File: config.mk
export PLATFORM = sky130hd
export DESIGN_NAME = wb_reg_file
export DESIGN_NICKNAME = d
export VERILOG_FILES = /design/src/rtl/wb_reg_file.sv
export SDC_FILE = /design/constraint.sdc
export NUM_CORES = 1
export LEC_CHECK = 0
export BUFFER_PORTS_ARGS = -buffer_cell sky130_fd_sc_hd__buf_4
export CORE_UTILIZATION = 59
export DETAILED_ROUTE_END_ITERATION = 12
export GPL_ROUTABILITY_DRIVEN = 0
export MAX_ROUTING_LAYER = met4
export PLACE_DENSITY = 0.85
export RECOVER_POWER = 25
export SLEW_MARGIN = 20
export SYNTH_ARGS = -nofsm -noshare
export SYNTH_HDL_FRONTEND = slang
export SYNTH_SLANG_ARGS = --single-unit
File: constraint.sdc
create_clock -name clk -period 2 [get_ports clk]
set_input_delay 0.5 -clock clk [delete_from_list [all_inputs] [get_ports clk]]
set_output_delay 0.5 -clock clk [all_outputs]
set_load 0.02 [all_outputs]
File: src/rtl/wb_reg_file.sv
// Write-back register file for the 8-bit MIPS datapath.
// It has two combinational read ports with write-first bypass.
// A per-register busy scoreboard lets decode stall on RAW hazards.
// r0 is hardwired to zero and can never be reserved.
module wb_reg_file #(
  parameter int DATA_W = 8,
  parameter int ADDR_W = 3
) (
  input  logic              clk,
  input  logic              rst_n,
  input  logic [ADDR_W-1:0] ra1,
  input  logic [ADDR_W-1:0] ra2,
  output logic [DATA_W-1:0] rd1,
  output logic [DATA_W-1:0] rd2,
  input  logic              we,
  input  logic [ADDR_W-1:0] wa,
  input  logic [DATA_W-1:0] wd,
  input  logic              rsv_en,
  input  logic [ADDR_W-1:0] rsv_addr,
  output logic              busy1,
  output logic              busy2,
  output logic              sb_any
);

  localparam int NREGS = 1 << ADDR_W;

  logic [DATA_W-1:0] regs [NREGS];
  logic [NREGS-1:0]  sb;

  // A commit is visible to readers in the same cycle through the bypass.
  logic hit1;
  logic hit2;

  assign hit1 = we && (wa == ra1);
  assign hit2 = we && (wa == ra2);

  // Register storage: commit the write-back data on the rising edge.
  // NOTE: the array is reset on purpose. After reset every read must return 0,
  // so these flops cannot be left as an unreset RAM.
  always_ff @(posedge clk or negedge rst_n) begin
    if (!rst_n) begin
      for (int i = 0; i < NREGS; i++) begin
        regs[i] <= '0;
      end
    end else if (we && (wa != '0)) begin
      // NOTE: use non-blocking assignments for all sequential state.
      // Blocking assignments here would race against readers on the same edge.
      regs[wa] <= wd;
    end
  end

  // Scoreboard: a reservation sets a bit and a commit clears it.
  // A set wins over a clear because the newer instruction owns the register.
  always_ff @(posedge clk or negedge rst_n) begin
    if (!rst_n) begin
      sb <= '0;
    end else begin
      sb[0] <= 1'b0;
      for (int i = 1; i < NREGS; i++) begin
        if (rsv_en && (rsv_addr == ADDR_W'(i))) begin
          sb[i] <= 1'b1;
        end else if (we && (wa == ADDR_W'(i))) begin
          sb[i] <= 1'b0;
        end
      end
    end
  end

  // Read ports: r0 reads as zero, then the bypass, then the stored value.
  always_comb begin
    // NOTE: give every output a default first so no path can infer a latch.
    rd1 = '0;
    rd2 = '0;
    if (ra1 != '0) begin
      rd1 = hit1 ? wd : regs[ra1];
    end
    if (ra2 != '0) begin
      rd2 = hit2 ? wd : regs[ra2];
    end
  end

  // Hazard flags: a commit in this cycle satisfies the hazard, so no stall.
  always_comb begin
    busy1 = (ra1 != '0) && sb[ra1] && !hit1;
    busy2 = (ra2 != '0) && sb[ra2] && !hit2;
  end

  // Drain/debug flag: based on registered state only, with no bypass term.
  assign sb_any = |sb;

endmodule

==> flow_metrics.tcl <==
set metrics [dict create \
    final-max-slew-violation-count 0 \
    yosysUniqueCellTypes 31 \
    period_share_pct 113.9 \
    synth.top_cell.area_share_pct 42.57 \
    netlist_instances 290 \
    synth.cell_area_sq_um 4174 \
    path_clk_slew_ns 0.09 \
    hold_viol 0 \
    synth_top_area_cell "dfrtp_1" \
    power.internal_w 0.003258 \
    cts.path.max_buffers 2 \
    worstSetupStartpoint "regs[23]$_DFFE_PN0P_" \
    tightest_slew_ns 0.8386 \
    wl_met3_um 938 \
    worst_hold_slack_ns 0.2188 \
    ant_nets 0 \
    multi_input_area_sq_um 2644 \
    crit_family "multiplexers" \
    die_h_um 86.11 \
    fin_util_pct 85.66 \
    p_total_w 0.004981 \
    grt_antenna_before_repair 0 \
    grt_start_max_net_pins 32 \
    vias 3257 \
    die_area_sq_um 7415 \
    grt_pass1_vias 3384 \
    critPathBufInv 1 \
    total_leakage_power_nw 2.440 \
    pwr-share-clk_pct 21.5 \
    ir_drop_mv 0.6896 \
    drc_errors 0 \
    hp-class "input port to asynchronous set/reset pin" \
    final_nets 405 \
    p_sw_w 0.001723 \
    max_freq_mhz 439.1 \
    start_kind "register" \
    wl_mm 13.44 \
    synth_fp_nets 314 \
    top_layer "met4" \
    synth_area_per_cell_sq_um 14.39 \
    slew_headroom_pct 44.09 \
    r2r-start "regs[35]$_DFFE_PN0P_" \
    drive_gt1_share_pct 70.47 \
    gr-total-overflow 0 \
    cts_tree "yes" \
    syn2layout_area_growth_pct 40.20 \
    p_comb_share_pct 38.4 \
    seqPwrFrac_pct 40.0 \
    synth.yosys.warnings 0 \
    rsz0062_at_grt "true" \
    power_density_nw_per_um2 851.2 \
    switching_share_pct 34.59 \
    wl_per_cell_um 27.89 \
    clkLatencyLatePin_ns 0.36 \
    vias_per_cell 6.757 \
    crit_arrival_ns 1.78 \
    initial_core_util_pct 61.10 \
    worst_slack_ns -0.2776 \
    status "complete, but fails checks" \
    track_usage_pct 37.82 \
    fp.coreArea_sq_um 6832 \
    dp_hpwl_mm 7.476 \
    path_class "register to primary output" \
    met2_wirelength_mm 6.787 \
    crit_path_end_kind "primary output" \
    fillCellCount 313 \
    cts_buffers 9 \
    htreeDepth 3 \
    ios 43 \
    crit_chain "mux4_2 -> mux2i_4 -> a211oi_4 -> buf_6" \
    antennaDiodeCount 0 \
    skew_ns 0 \
    portBuffers 42 \
    m1WireLength_mm 5.004 \
    ff_latch_area_sq_um 1777 \
    hold_buffers 0 \
    seq_area_frac_synth_pct 42.57 \
    drt-initial-drc-count 287 \
    synth_area_leaders "dfrtp_1 43%, mux2_2 16%, mux4_1 13%" \
    cts_root_buf "clkbuf_8" \
    min_period_ns 2.278 \
    firstDrtPassIters 5 \
    die_x_um 86.11 \
    drv_cap 0 \
    fin_cells 482 \
    dp.cells 444 \
    ys_ff_latch 71 \
    setup_viol 19 \
    slowest_stage "mux4_2" \
    rows 30 \
    cts.sinks 71 \
    violations "negative setup slack" \
    path_max_fanout 3 \
    critical_path_required_ns 1.50 \
    grt_pass1_wl_mm 19.28 \
    cpPeakStageDelay_ns 0.53 \
]
-- registers in the layout, indices dropped and copies added (netlist names) --
name	flops
regs	64
sb	7
-- through the flow --
| stage | TNS, ns | setup slack (ns) | cell area, sq um |
|---|---|---|---|
| 5_1_grt | -4.505 | -0.2991 | 5852 |
| 4_1_cts | -3.555 | -0.2362 | 5703 |
| 2_1_floorplan | -0.02820 | -0.005806 | 4527 |
| 6_report | -3.966 | -0.2776 | 5852 |
| 3_5_place_dp | -5.450 | -0.4164 | 5234 |
| 3_3_place_gp | -5.103 | -0.3439 | 5234 |
-- power by group through the flow --
stage               sequential (W)  combinational, W  clock [W]
global placement           0.00193           0.00148          0
global route               0.00201           0.00199    0.00114
detailed placement         0.00196           0.00153          0
floorplan                  0.00186           0.00112          0
finish                     0.00199           0.00191    0.00107
CTS                        0.00195           0.00178    0.00105
-- worst paths after layout --
check | endpoint | slack [ns] | cells after the start
worst max-delay path | rd1[7] | -0.28 | 4
worst min-delay path | regs[2]$_DFFE_PN0P_ | 0.22 | 1
worst max register to register | regs[35]$_DFFE_PN0P_ | 1.04 | 2
worst min register to register | regs[58]$_DFFE_PN0P_ | 0.41 | 0
max in group asynchronous | regs[40]$_DFFE_PN0P_ | 1.07 | 2
min in group clk | sb[1]$_DFFE_PN0P_ | 0.36 | 2
-- cells in the mapped netlist --
library cell  instances
buf_2                 5
nor4_1                1
nand4b_2              3
dfrtp_1              71
mux4_2               13
inv_1                 4
buf_4                 3
o21ai_0               5
a211oi_2              2
nor3_1                2
o22ai_1               2
xnor2_1               5
buf_6                11
nor3_2                1
o32ai_1               1
clkbuf_1              8
a211oi_1             15
a21oi_1               1
nand2_1              12
mux2_2               58
nor2_1               17
o211a_1               2
o211ai_1              1
mux4_1               20
nand4_1               1
nor3_4                1
nor4bb_1              2
xnor2_2               1
nand2b_1              4
mux2i_1              16
nand4_2               2
-- cell usage in the layout (no fill, tap or decap), types with 3 or more instances in the layout --
master     n
o21ai_0    5
dfrtp_1   71
clkinv_2   3
nand4b_2   3
mux2_2    58
mux4_2    32
xnor2_2    3
inv_1      4
nand2b_1   3
a211oi_4  16
buf_4     68
nor2_1     8
buf_12    15
xnor2_4    3
clkbuf_8   9
nor2_2     9
nand2_1   12
buf_6     19
nor3_4     3
mux2i_4   14
-- cell type report --
type                            count  area share, %
Inverter                            4         0.2566
Multi-Input combinational cell    188          45.18
Clock inverter                      7         0.8125
Sequential cell                    71          30.36
Tap cell                           96          2.053
Timing Repair Buffer              107          19.22
Clock buffer                        9          2.117
-- per-layer routing --
layer | up-vias | global-route usage [%]
met1 | 1664 | 46.25
met5 | - | -
met4 | 0 | 21.97
li1 | 1285 | -
met3 | 74 | 6.930
met2 | 234 | 59.45
-- cell families after synthesis --
family / after synthesis / share of synthesized area [%]
flops: 71 / 42.57
xor+xnor: 6 / 1.439
compound gates: 29 / 5.186
buf+inv: 31 / 5.186
simple gates: 46 / 6.535
mux: 107 / 39.09
-- repair_timing --
item / 4_1_cts / 5_1_grt
setup buffers: 10 / 10
gates resized for setup: 63 / 12
setup endpoints to repair: 18 / 18
cloned: 2 / 0
pin swaps: 17 / 10
Power figures use the tool's default switching activity.
